File: src/rtl/pw_pattern_match_pkg.sv
// Shared definitions for the pw pattern matcher: FSM state encoding and
// parameter defaults used by the top and its comparator.
package pw_pattern_match_pkg;

   localparam int PW_PATTERN_BYTES_DEF = 8;
   localparam int PW_COUNT_WIDTH_DEF   = 16;

   typedef enum logic [1:0] {
      ST_IDLE  = 2'd0,
      ST_ARMED = 2'd1,
      ST_HOLD  = 2'd2
   } pw_state_e;

endpackage

File: src/rtl/pw_pattern_match_compare.sv
// Masked per-byte comparator: only the lowest I_len bytes take part, and an
// out-of-range length never reports equality.
module pw_masked_compare
   import pw_pattern_match_pkg::*;
#(
   parameter int pPATTERN_BYTES = PW_PATTERN_BYTES_DEF
) (
   input  logic [8*pPATTERN_BYTES-1:0] I_window,
   input  logic [8*pPATTERN_BYTES-1:0] I_pattern,
   input  logic [8*pPATTERN_BYTES-1:0] I_mask,
   input  logic [3:0]                  I_len,
   output logic                        O_equal
);

   always_comb begin
      O_equal = (I_len != 4'd0) && (int'(I_len) <= pPATTERN_BYTES);
      for (int i = 0; i < pPATTERN_BYTES; i++) begin
         if (i < int'(I_len)) begin
            if (((I_window[8*i +: 8] ^ I_pattern[8*i +: 8]) & I_mask[8*i +: 8]) != 8'h00)
               O_equal = 1'b0;
         end
      end
   end

endmodule

File: src/rtl/pw_pattern_match.sv
// Byte-stream pattern matcher: shift window, masked compare against a
// programmable pattern, arm/hold FSM and saturating match counter.
module pw_pattern_match
   import pw_pattern_match_pkg::*;
#(
   parameter int pPATTERN_BYTES = PW_PATTERN_BYTES_DEF,
   parameter int pCOUNT_WIDTH   = PW_COUNT_WIDTH_DEF
) (
   input  logic                        fe_clk,
   input  logic                        reset_n,
   input  logic [7:0]                  I_data,
   input  logic                        I_data_valid,
   input  logic [8*pPATTERN_BYTES-1:0] I_pattern,
   input  logic [8*pPATTERN_BYTES-1:0] I_mask,
   input  logic [3:0]                  I_pattern_bytes,
   input  logic                        I_arm,
   input  logic                        I_disarm,
   input  logic                        I_auto_rearm,
   output logic                        O_match,
   output logic                        O_armed,
   output logic [pCOUNT_WIDTH-1:0]     O_match_count
);

   localparam int WIN_W  = 8 * pPATTERN_BYTES;
   localparam int FILL_W = $clog2(pPATTERN_BYTES + 1);
   localparam logic [FILL_W-1:0] FILL_MAX = FILL_W'(pPATTERN_BYTES);

   logic [1:0]              r_rst_sync;
   logic                    w_rst_n;
   pw_state_e               r_state;
   logic [WIN_W-1:0]        r_window;
   logic [WIN_W-1:0]        w_window_next;
   logic [FILL_W-1:0]       r_fill;
   logic [FILL_W-1:0]       w_fill_inc;
   logic                    w_equal;
   logic                    w_hit;
   logic                    r_match;
   logic                    r_armed;
   logic [pCOUNT_WIDTH-1:0] r_count;

   // Assertion passes straight through; release reaches the core two edges later.
   always_ff @(posedge fe_clk or negedge reset_n) begin
      if (!reset_n) r_rst_sync <= 2'b00;
      else          r_rst_sync <= {r_rst_sync[0], 1'b1};
   end
   assign w_rst_n = r_rst_sync[1];

   assign w_window_next = (r_window << 8) | WIN_W'(I_data);
   assign w_fill_inc    = (r_fill == FILL_MAX) ? r_fill : r_fill + 1'b1;

   pw_masked_compare #(
      .pPATTERN_BYTES(pPATTERN_BYTES)
   ) u_cmp (
      .I_window (w_window_next),
      .I_pattern(I_pattern),
      .I_mask   (I_mask),
      .I_len    (I_pattern_bytes),
      .O_equal  (w_equal)
   );

   assign w_hit = (r_state == ST_ARMED) && I_data_valid && w_equal &&
                  (int'(w_fill_inc) >= int'(I_pattern_bytes));

   always_ff @(posedge fe_clk or negedge w_rst_n) begin
      if (!w_rst_n) begin
         r_state  <= ST_IDLE;
         r_window <= '0;
         r_fill   <= '0;
         r_match  <= 1'b0;
         r_armed  <= 1'b0;
         r_count  <= '0;
      end else begin
         r_match <= 1'b0;
         if (I_data_valid) r_window <= w_window_next;
         if (I_disarm) begin
            r_state <= ST_IDLE;
            r_armed <= 1'b0;
         end else if (I_arm) begin
            // An arm always wins over a completing byte, which becomes fill byte 1.
            r_state <= ST_ARMED;
            r_armed <= 1'b1;
            r_fill  <= I_data_valid ? FILL_W'(1) : '0;
            r_count <= '0;
         end else if (r_state == ST_ARMED && I_data_valid) begin
            if (w_hit) begin
               r_match <= 1'b1;
               r_fill  <= '0;
               if (r_count != '1) r_count <= r_count + 1'b1;
               if (!I_auto_rearm) begin
                  r_state <= ST_HOLD;
                  r_armed <= 1'b0;
               end
            end else begin
               r_fill <= w_fill_inc;
            end
         end
      end
   end

   assign O_match       = r_match;
   assign O_armed       = r_armed;
   assign O_match_count = r_count;

endmodule

File: config.mk
export PLATFORM = sky130hd
export DESIGN_NAME = pw_pattern_match
export DESIGN_NICKNAME = d
export VERILOG_FILES = /design/src/rtl/pw_pattern_match_pkg.sv /design/src/rtl/pw_pattern_match_compare.sv /design/src/rtl/pw_pattern_match.sv
export SDC_FILE = /design/constraint.sdc
export NUM_CORES = 1
export LEC_CHECK = 0
export BUFFER_PORTS_ARGS = -buffer_cell sky130_fd_sc_hd__buf_2
export CAP_MARGIN = 40
export CORE_MARGIN = 1.5
export CORE_UTILIZATION = 50
export CTS_CLUSTER_SIZE = 12
export DETAILED_ROUTE_END_ITERATION = 6
export PLACE_DENSITY_LB_ADDON = 0.1
export SYNTH_ARGS = -nofsm -noshare
export SYNTH_HDL_FRONTEND = slang
export SYNTH_SLANG_ARGS = --single-unit
export TNS_END_PERCENT = 100
File: constraint.sdc
create_clock -name fe_clk -period 3.9 [get_ports fe_clk]
set_input_delay 0.585 -clock fe_clk [delete_from_list [all_inputs] [get_ports fe_clk]]
set_output_delay 0.585 -clock fe_clk [all_outputs]
set_load 0.01 [all_outputs]
==> metrics.cfg, run 1 <==
[flow_run]
max-cap-violations=0

[synthesis]
synth-seq-area-share_pct=45.8
ys_warn_count=0
synth.cell_area_um2=4420
synth_edf_count=0
synth_top_area_share_pct=45.8
synth_cells=393
postSynth.asyncResetShare_pct=100
synth_nets=546
yosys.area.top_type=dfrtp_1
synth_flop_cell=dfrtp_1
ys_types=41
synthTopCellsByArea=dfrtp_1, mux2_2, xor2_1
synth_area_per_cell_um2=11.3
ys_ff_latch=81

[route]
drt_wl_total_mm=10.7
drc_errors=0
viasPerCell=5.50
detail_route.wl_per_cell_um=15.9
vias=3699
drt_first_pass_iters=4
antenna_left=0
first_iter_violations=102

[place]
placed_area_um2=5380
gp_congestion=0.877
place_ws_ns=0.674
port_buffers=163
dp_hpwl_mm=8.22

[global_route]
antenna_found_initial=0
grt_use_total_pct=23.1
globalRouteOverflowTotal=0
grt_pass1_wl_mm=17.4
grt_max_degree=58
grt_pass1_vias=3633

[finish]
final_cell_mix=buf_2, dfrtp_1, xor2_1
n_antenna_cell=0
layout_commonest_cell=buf_2
drive_gt1_share_pct=42.5
num-fill-cells=703
final_area_um2=5620
final_nets=713
area_delta_synth_final_pct=27.1

[power]
ir_drop_uv=225
total_power_mw=2.39
p_leak_nw=2.68
powerDensity_nw_per_um2=426

[floorplanning]
ios=164
die_area_um2=9420
die_y_um=97.1
die_x_um=97.1
fp.coreArea_um2=8640
num_rows=34
initial_core_util_pct=51.2

[sta]
timing.final.crit_share_pct=80.8
hold_viol=0
fin_skew_ns=0.00932
max_slew_margin_pct=50.3
worst_pin_slew_ns=0.746
maxSlewViolCount=0
post-route-min-period_ns=3.15
setup_viol=0
tns_ns=0
setup_ws_ns=0.748
rsz0062_at_grt=no
max_freq_mhz=317

[clock_tree]
h-tree-depth=3
cts_made_buffers=9
cts.sinks=81
insertion_delay_ns=0.35
cts_root_buffer=clkbuf_8
clkTransAtPathRegs_ns=0.09
cts_tree=done
ctsResizeCount=0
cts_buffer_depth=2

[worst_setup_path]
worst_setup_path_end_kind=flop
worstPathArrival_ns=3.42
r2r_slack_ns=0.75
worst_ep_required_time_ns=4.17
crit_type=reg -> reg
reg2reg_from=r_fill[0]$_DFFE_PN0P_
worstPathMaxFanout=17
critPathLaunchType=flop
r2r-end=O_match_count[6]$_DFFE_PN0P_
r2r_cells=14

[min_path]
worstHoldPathType=reg -> async

[outcome]
status=completed

report_power, final:
group          internal (mW)  switching [mW]
logic                  0.308           0.226
clock network          0.398           0.305
registers              0.993           0.163
total                   1.70           0.693
flip-flops by register name, indices dropped and copies added (netlist names):
name           count
O_match            1
O_match_count     16
r_fill             4
r_rst_sync         2
r_state            2
r_window          56
stage by stage:
stage | instances | hold slack, ns | util (%)
5_1_grt | 673 | 0.327 | 65.1
3_5_place_dp | 656 | 0.292 | 62.3
3_3_place_gp | 654 | 0.340 | 61.9
2_1_floorplan | 393 | 0.289 | -
4_1_cts | 673 | 0.301 | 65.1
6_report | 673 | 0.279 | 65.1
timing repair:
item | in CTS | in global routing
endpoints found under the hold margin | 2 | 0
hold buffers | 1 | 0
setup endpoints to repair | 0 | 0
setup buffers | 0 | 0
cells in the mapped netlist, types with 2 or more instances:
cell type,n
mux2_2,56
mux2i_1,3
xnor2_1,3
nor2_1,9
nor3_1,5
nand2_1,14
a221oi_1,2
or3_1,5
clkbuf_1,7
ha_1,7
xor2_1,64
a21o_1,2
dfrtp_1,81
a2111oi_0,2
o21ai_0,9
a22o_1,4
o21a_1,2
nand4_1,9
a22oi_1,28
inv_1,12
a21oi_1,17
and3_1,2
o31ai_1,10
nand2b_1,3
or4_1,9
nor4_1,2
nand3_1,9
buf_1,4
layer usage:
metal  GRT usage [%]  vias up  share of wire, %
met4            8.81        0               1.7
li1                -     1785                 -
met2            39.4      123                50
met5               0        -                 0
met3            3.88       19               5.1
met1            29.4     1772                43
worst max-delay path by stage:
stage / startpoint / end / cells after the start
floorplan: I_pattern[17] / O_match_count[10]$_DFFE_PN0P_ / 9
global placement: I_pattern[13] / O_match_count[6]$_DFFE_PN0P_ / 9
detailed placement: I_pattern[11] / O_match_count[6]$_DFFE_PN0P_ / 10
CTS: r_fill[0]$_DFFE_PN0P_ / O_match_count[6]$_DFFE_PN0P_ / 14
global route: r_fill[0]$_DFFE_PN0P_ / O_match_count[7]$_DFFE_PN0P_ / 14
finish: r_fill[0]$_DFFE_PN0P_ / O_match_count[6]$_DFFE_PN0P_ / 14
logic make-up (layout without fill, tap and decap cells):
logic type               Yosys count  in the layout  synth area share, %
AO/OA/AOI/OAI                     82             82                 12.8
XOR/XNOR                          67             67                 13.3
adder cells (fa/ha/maj)            7              7                 1.98
buffers and inverters             25            197                 2.32
flip-flops                        81             81                 45.8
multiplexers                      59             59                 14.9
other                              1              1               0.0848
AND/OR/NAND/NOR                   71             71                 8.77
worst max-delay path: stages (launching register included):
cell and delay [ns]:
dfrtp_1 0.42, inv_1 0.12, ha_1 0.15, nand2_1 0.06, nor2_1 0.12, xnor2_1 0.11
ha_1 0.27, nand2b_1 0.09, a21oi_1 0.06, o21ai_0 0.16, nand4_1 0.09, a221o_1 0.50
buf_6 0.25, or4_1 0.50, a21oi_1 0.15
layout make-up:
class	instances	area [µm²]	area share, %
multi-input cells	287	2290	40.8
flip-flops and latches	81	2030	36.1
repair buffers	169	887	15.8
clock buffers	12	155	2.76
well taps	108	135	2.40
clock inverters	4	73.8	1.31
inverters	12	45.0	0.801
No activity file was read; power rests on OpenSTA's default activity.
==> inputs of run 2 (changes only) <==
--- a/config.mk
+++ b/config.mk
@@ -8,7 +8,7 @@
 export BUFFER_PORTS_ARGS = -buffer_cell sky130_fd_sc_hd__buf_2
 export CAP_MARGIN = 40
 export CORE_MARGIN = 1.5
-export CORE_UTILIZATION = 50
+export CORE_UTILIZATION = 45
 export CTS_CLUSTER_SIZE = 12
 export DETAILED_ROUTE_END_ITERATION = 6
 export PLACE_DENSITY_LB_ADDON = 0.1
==> constraint.sdc (replaced) <==
create_clock -name fe_clk -period 2.7 [get_ports fe_clk]
set_input_delay 0.405 -clock fe_clk [delete_from_list [all_inputs] [get_ports fe_clk]]
set_output_delay 0.405 -clock fe_clk [all_outputs]
set_load 0.01 [all_outputs]
==> run 2 against run 1 <==
Compared with the run above: the run now ends with negative setup slack left; clock power rose by 14%; combinational power rose by 62%; critical endpoint is now O_match_count[15]$_DFFE_PN0P_; critical path type unchanged; via count rose by 2.4%; clock skew rose by 0.0054 ns; worst hold slack barely moved; sequential cell count did not move; die area rose by 11%.
==> metrics.cfg, run 2 (same netlist as run 1, synthesis figures left out) <==
[worst_setup_path]
cpPeakStageDelay_ns=0.40  ; was 0.50 ns
worstPathArrival_ns=3.09  ; was 3.42 ns
worst-path-buf-inv=4  ; was 2
crit_top_cell=a21oi_2
slowest_stage=dfrtp_1  ; was a221o_1
critPathLaunchType=flop  ; unchanged
crit_type=reg -> reg  ; unchanged
worst_setup_path_end_kind=flop  ; unchanged
path_cells=inv_2, ha_4, nand2_4, nor2_4, xnor2_2, ha_1, nand2b_4, a21oi_2, o21ai_1, nand4_1, a221o_1, buf_12, buf_8, buf_6, or3_4, a21oi_2  ; was inv_1, ha_1, nand2_1, nor2_1, xnor2_1, ha_1, nand2b_1, a21oi_1, o21ai_0, nand4_1, a221o_1, buf_6, or4_1, a21oi_1
worstPathMaxFanout=6  ; was 17
worst_ep_required_time_ns=2.98  ; was 4.17 ns
cp_top_family=simple AND/OR/NAND/NOR gates  ; was compound AO/OA/AOI/OAI gates

[floorplanning]
die_x_um=102  ; was 97.1 µm
die_y_um=102  ; was 97.1 µm
initial_core_util_pct=45.9  ; was 51.2%
ios=164  ; unchanged
fp.coreArea_um2=9640  ; was 8640 µm²
num_rows=36  ; was 34
die_area_um2=10400  ; was 9420 µm²

[global_route]
globalRouteOverflowTotal=0  ; unchanged
grt_pass1_wl_mm=17.9  ; was 17.4 mm
grt_pass1_vias=3631  ; was 3633
grt_use_total_pct=22.5  ; was 23.1%
grt_max_degree=58  ; unchanged
antenna_found_initial=0  ; unchanged

[sta]
hold_viol=0  ; unchanged
setup_viol=13  ; was 0
post-route-min-period_ns=2.81  ; was 3.15 ns
worst_pin_slew_ns=0.874  ; was 0.746 ns
rsz0062_at_grt=yes  ; was no
fin_skew_ns=0.0148  ; was 0.00932 ns
max_slew_margin_pct=41.5  ; was 50.3%
maxSlewViolCount=0  ; unchanged
timing.final.crit_share_pct=104  ; was 80.8%
max_freq_mhz=356  ; was 317 MHz
setup_ws_ns=-0.105  ; was 0.748 ns

[outcome]
failed_checks=negative setup slack
status=complete, but fails checks  ; was completed

[route]
detail_route.wl_per_cell_um=16.0  ; was 15.9 µm
drt_first_pass_iters=4  ; unchanged
vias=3788  ; was 3699
drc_errors=0  ; unchanged
viasPerCell=5.26  ; was 5.50
drt_wl_total_mm=11.5  ; was 10.7 mm
antenna_left=0  ; unchanged
first_iter_violations=137  ; was 102

[finish]
num-fill-cells=860  ; was 703
n_antenna_cell=0  ; unchanged
area_delta_synth_final_pct=34.4  ; was 27.1%
top_register=r_window  ; unchanged
layout_commonest_cell=buf_2  ; unchanged
final_nets=735  ; was 713
largest_reg_flops=56  ; unchanged
final_area_um2=5950  ; was 5620 µm²
drive_gt1_share_pct=48.6  ; was 42.5%
final_cell_mix=buf_2, dfrtp_1, xor2_1  ; unchanged

[power]
power_switching_mw=1.04  ; was 0.693 mW
pwr-share-seq_pct=49.9  ; was 48.3%
pwr-share-clk_pct=24.1  ; was 29.4%
p_comb_share_pct=25.9  ; was 22.3%
cellInternalPower_mw=2.30  ; was 1.70 mW
total_power_mw=3.33  ; was 2.39 mW
p_sw_share_pct=31.1  ; was 29.0%
ir_drop_uv=280  ; was 225 µV
powerDensity_nw_per_um2=560  ; was 426 nW/µm²
p_leak_nw=2.82  ; was 2.68 nW

[clock_tree]
cts_tree=done  ; unchanged
clkTransAtPathRegs_ns=0.09  ; about the same
cts.sinks=81  ; unchanged
cts_made_buffers=9  ; unchanged
h-tree-depth=3  ; unchanged
cts_buffer_depth=2  ; unchanged
insertion_delay_ns=0.35  ; about the same
cts_root_buffer=clkbuf_8  ; unchanged

[place]
placed_area_um2=5510  ; was 5380 µm²
place_ws_ns=-0.138  ; was 0.674 ns
dp_hpwl_mm=8.54  ; was 8.22 mm
gp_congestion=0.836  ; was 0.877
port_buffers=163  ; unchanged

[min_path]
worstHoldPathType=in -> reg  ; was reg -> async

[flow_run]
max-cap-violations=0  ; unchanged

==> run 2: cell count changes in the layout (fill, tap and decap cells not counted), moves of 3 or more <==
| cell | previous run | this run |
|---|---|---|
| buf_4 | 3 | 19 |
| o31ai_1 | 10 | 4 |
| a21oi_1 | 17 | 13 |
| a21oi_2 | 0 | 4 |
| o21ai_0 | 9 | 5 |
| o21ai_1 | 0 | 4 |
| o31ai_2 | 0 | 4 |
| buf_6 | 1 | 4 |
==> run 2: cell type report <==
class                      count  area (µm²)  area share (%)
timing repair buffer         191        1100            18.4
tap                          133         166            2.80
sequential                    81        2030            34.1
inverter                      12        45.0           0.757
clock buffer                  11         141            2.38
multi-input combinational    287        2440            41.0
clock inverter                 5        31.3           0.526
==> run 2: through the flow <==
| step | hold WS (ns) | std cells | util [%] | setup TNS [ns] |
|---|---|---|---|---|
| after global placement | 0.190 | 694 | 57.2 | -0.711 |
| after global routing | 0.267 | 720 | 61.7 | -2.38 |
| final | 0.278 | 720 | 61.7 | -0.786 |
| after detailed placement | 0.197 | 694 | 57.2 | -0.966 |
| after CTS | 0.267 | 719 | 61.1 | -0.393 |
| after floorplan | 0.109 | 393 | - | 0 |
==> run 2: path summary, 6_finish.rpt <==
check / start / to / slack, ns / depth (start not counted)
min in group asynchronous: reset_n / r_rst_sync[0]$_DFF_PN0_ / 0.37 / 2
min: I_disarm / r_state[0]$_DFFE_PN0P_ / 0.28 / 2
max: r_fill[0]$_DFFE_PN0P_ / O_match_count[15]$_DFFE_PN0P_ / -0.11 / 16
min reg2reg: r_rst_sync[0]$_DFF_PN0_ / r_rst_sync[1]$_DFF_PN0_ / 0.37 / 0
max in group asynchronous: r_rst_sync[1]$_DFF_PN0_ / r_window[43]$_DFFE_PN0P_ / 1.71 / 1
max reg2reg: r_fill[0]$_DFFE_PN0P_ / O_match_count[15]$_DFFE_PN0P_ / -0.11 / 16
==> run 2: per-layer routing <==
| layer | up-vias | track usage, % | share of wire, % |
|---|---|---|---|
| li1 | 1836 | - | - |
| met1 | 1809 | 30.2 | 43 |
| met2 | 131 | 36.7 | 49 |
| met3 | 12 | 4.10 | 6.3 |
| met4 | 0 | 8.01 | 1.4 |
| met5 | - | 0 | 0 |
==> run 2: what timing repair did <==
action / 4_1_cts / 5_1_grt
setup endpoints to repair: 9 / 21
pin swaps: 31 / 10
resized for setup: 30 / 12
gates cloned: 1 / 0
buffers inserted: 7 / 1
hold buffers: 1 / 0
hold endpoints to repair: 2 / 0
==> run 2: power by group through the flow <==
stage | Combinational [mW] | Sequential [mW] | Clock [mW]
global route | 0.959 | 1.70 | 0.893
CTS | 0.866 | 1.67 | 0.823
finish | 0.864 | 1.66 | 0.804
global placement | 0.799 | 1.69 | 0
floorplan | 0.529 | 1.62 | 0
detailed placement | 0.829 | 1.69 | 0
==> inputs of run 3 (changes only) <==
--- a/config.mk
+++ b/config.mk
@@ -7,8 +7,10 @@
 export LEC_CHECK = 0
 export BUFFER_PORTS_ARGS = -buffer_cell sky130_fd_sc_hd__buf_2
 export CAP_MARGIN = 40
+export CELL_PAD_IN_SITES_DETAIL_PLACEMENT = 2
+export CELL_PAD_IN_SITES_GLOBAL_PLACEMENT = 2
 export CORE_MARGIN = 1.5
-export CORE_UTILIZATION = 45
+export CORE_UTILIZATION = 27
 export CTS_CLUSTER_SIZE = 12
 export DETAILED_ROUTE_END_ITERATION = 6
 export PLACE_DENSITY_LB_ADDON = 0.1
==> run 3 against run 2 <==
Compared with the run above: the run still ends with negative setup slack left; critical path depth stayed put; sequential share of layout area is 2.7 points lower; die area is 64% higher; combinational power is 15% higher; worst setup slack worse by 0.011 ns; largest cell class unchanged; largest power group unchanged; highest routed layer is now met5.
==> metrics.cfg, run 3 (same netlist as run 1, synthesis figures left out) <==
[route]
viasPerCell=4.76  ; was 5.26
drt_first_pass_iters=4  ; unchanged
detail_route.wl_per_cell_um=18.7  ; was 16.0 µm
vias=3936  ; was 3788
drt_wl_total_mm=15.5  ; was 11.5 mm
antenna_left=0  ; unchanged
first_iter_violations=131  ; was 137
drc_errors=0  ; unchanged

[power]
pwr-share-clk_pct=31.7  ; was 24.1%
p_leak_nw=3.00  ; was 2.82 nW
pwr-share-seq_pct=42.9  ; was 49.9%
ir_drop_uv=300  ; was 280 µV
cellInternalPower_mw=2.75  ; was 2.30 mW
powerDensity_nw_per_um2=606  ; was 560 nW/µm²
p_sw_share_pct=29.7  ; was 31.1%
power_switching_mw=1.16  ; was 1.04 mW
p_comb_share_pct=25.4  ; was 25.9%

[global_route]
grt_pass1_vias=4363  ; was 3631
grt_max_degree=58  ; unchanged
grt_pass1_wl_mm=23.7  ; was 17.9 mm
grt_use_total_pct=18.6  ; was 22.5%
antenna_found_initial=2  ; was 0
globalRouteOverflowTotal=0  ; unchanged

[floorplanning]
ios=164  ; unchanged
die_x_um=131  ; was 102 µm
die_area_um2=17200  ; was 10400 µm²
initial_core_util_pct=27.8  ; was 45.9%
die_y_um=131  ; was 102 µm
num_rows=46  ; was 36
fp.coreArea_um2=15900  ; was 9640 µm²

[worst_setup_path]
worst_setup_path_end_kind=flop  ; unchanged
crit_type=reg -> reg  ; unchanged
r2r_slack_ns=-0.12  ; was -0.11 ns
reg2reg_from=r_fill[0]$_DFFE_PN0P_  ; unchanged
slowest_stage=dfrtp_1  ; unchanged
crit_top_cell=buf_8  ; was a21oi_2
r2r-end=r_fill[2]$_DFFE_PN0P_  ; was O_match_count[15]$_DFFE_PN0P_
r2r_cells=16  ; unchanged
worst_ep_required_time_ns=2.92  ; was 2.98 ns
worst-path-buf-inv=4  ; unchanged
path_cells=inv_2, ha_4, nand2_4, nor2_4, xnor2_2, ha_1, nand2b_4, a21oi_4, o21ai_2, nand4_1, a221o_1, buf_12, buf_8, buf_8, nor3b_4, a22o_1  ; was inv_2, ha_4, nand2_4, nor2_4, xnor2_2, ha_1, nand2b_4, a21oi_2, o21ai_1, nand4_1, a221o_1, buf_12, buf_8, buf_6, or3_4, a21oi_2
worstPathArrival_ns=3.04  ; was 3.09 ns
cpPeakStageDelay_ns=0.39  ; was 0.40 ns
cp_top_family=compound AO/OA/AOI/OAI gates  ; was simple AND/OR/NAND/NOR gates
worstPathMaxFanout=9  ; was 6
critPathLaunchType=flop  ; unchanged

[clock_tree]
cts_root_buffer=clkbuf_16  ; was clkbuf_8
cts_made_buffers=9  ; unchanged
cts_tree=done  ; unchanged
h-tree-depth=3  ; unchanged
clkTransAtPathRegs_ns=0.06  ; was 0.09 ns
cts_buffer_depth=2  ; unchanged
cts.sinks=81  ; unchanged
insertion_delay_ns=0.34  ; was 0.35 ns

[sta]
max_slew_margin_pct=49.4  ; was 41.5%
setup_ws_ns=-0.116  ; was -0.105 ns
worst_pin_slew_ns=0.759  ; was 0.874 ns
maxSlewViolCount=0  ; unchanged
fin_skew_ns=0.00423  ; was 0.0148 ns
rsz0062_at_grt=yes  ; unchanged
timing.final.crit_share_pct=104  ; about the same
post-route-min-period_ns=2.82  ; was 2.81 ns
setup_viol=16  ; was 13
hold_viol=0  ; unchanged
hold_ws_ns=0.300  ; was 0.278 ns
max_freq_mhz=355  ; was 356 MHz

[place]
port_buffers=163  ; unchanged
dp_hpwl_mm=11.6  ; was 8.54 mm
gp_congestion=0.726  ; was 0.836
dp_cells=803  ; was 694

[finish]
num-fill-cells=1731  ; was 860
top_register=r_window  ; unchanged
drive_gt1_share_pct=52.8  ; was 48.6%
final_cell_mix=buf_2, dfrtp_1, xor2_1  ; unchanged
finalNonFillerCells=827  ; was 720
area_delta_synth_final_pct=45.9  ; was 34.4%
final_nets=759  ; was 735
layout_commonest_cell=buf_2  ; unchanged
largest_reg_flops=56  ; unchanged

[outcome]
status=complete, but fails checks  ; unchanged
failed_checks=negative setup slack  ; unchanged

[min_path]
hold_end=r_state[0]$_DFFE_PN0P_  ; unchanged
worstHoldPathType=in -> reg  ; unchanged
hold_path_depth=2  ; unchanged
min-delay-start=I_disarm  ; unchanged

[flow_run]
max-cap-violations=0  ; unchanged

run 3: cell types whose count changed in the layout (fill, tap and decap cells not counted), sizes merged:
cell / change
buf: +24
bufinv: +1
clkbuf: -1
diode: +1
inv: -1
run 3: layout make-up:
cell class              count  area, µm²  share of cell area (%)
multi-input cells         287       2520                    39.1
clock buffers              10        239                    3.70
inverters                  12       45.0                   0.698
diodes                      1       2.50                  0.0388
repair buffers            215       1290                    19.9
flip-flops and latches     81       2030                    31.5
clock inverters             5       56.3                   0.872
well taps                 216        270                    4.19
run 3: what timing repair did:
action	in CTS	in global routing
setup endpoints to repair	22	23
pin swaps	35	14
hold buffers	1	0
buffers inserted	5	0
resized for setup	46	18
endpoints found under the hold margin	2	0
cloned	2	0
run 3: power by group through the flow:
stage               Combinational (mW)  Sequential (mW)  Clock (mW)
floorplan                        0.529             1.62           0
global placement                 0.892             1.70           0
detailed placement               0.934             1.71           0
CTS                              0.991             1.69        1.28
global route                      1.11             1.72        1.33
finish                           0.991             1.68        1.24
run 3: how the worst max path moves through the flow:
stage | slack, ns | depth (start not counted) | startpoint | to
final | -0.12 | 16 | r_fill[0]$_DFFE_PN0P_ | r_fill[2]$_DFFE_PN0P_
after global routing | -0.28 | 16 | r_fill[1]$_DFFE_PN0P_ | r_fill[0]$_DFFE_PN0P_
after CTS | -0.11 | 16 | r_fill[1]$_DFFE_PN0P_ | O_match_count[5]$_DFFE_PN0P_
after detailed placement | -0.24 | 10 | I_pattern[15] | O_match_count[9]$_DFFE_PN0P_
after global placement | -0.19 | 15 | r_fill[0]$_DFFE_PN0P_ | r_fill[2]$_DFFE_PN0P_
after floorplan | 0.04 | 14 | r_fill[0]$_DFFE_PN0P_ | O_match_count[10]$_DFFE_PN0P_
run 3: through the flow:
stage	area [µm²]	utilization [%]	TNS, ns	setup WS [ns]	total power [mW]
4_1_cts	6370	39.9	-1.23	-0.114	3.96
5_1_grt	6450	40.5	-4.39	-0.277	4.16
2_1_floorplan	4420	-	0	0.0357	2.15
3_3_place_gp	5790	36.3	-1.79	-0.185	2.59
3_5_place_dp	5800	36.4	-2.88	-0.237	2.64
6_report	6450	40.5	-1.12	-0.116	3.91
run 3: routing by layer:
| metal | up-vias | global-route usage (%) | wire [µm] |
|---|---|---|---|
| met2 | 103 | 32.0 | 7810 |
| li1 | 1876 | - | - |
| met3 | 14 | 5.13 | 793 |
| met1 | 1941 | 23.0 | 6730 |
| met4 | 2 | 4.78 | 155 |
| met5 | - | 0 | 13 |
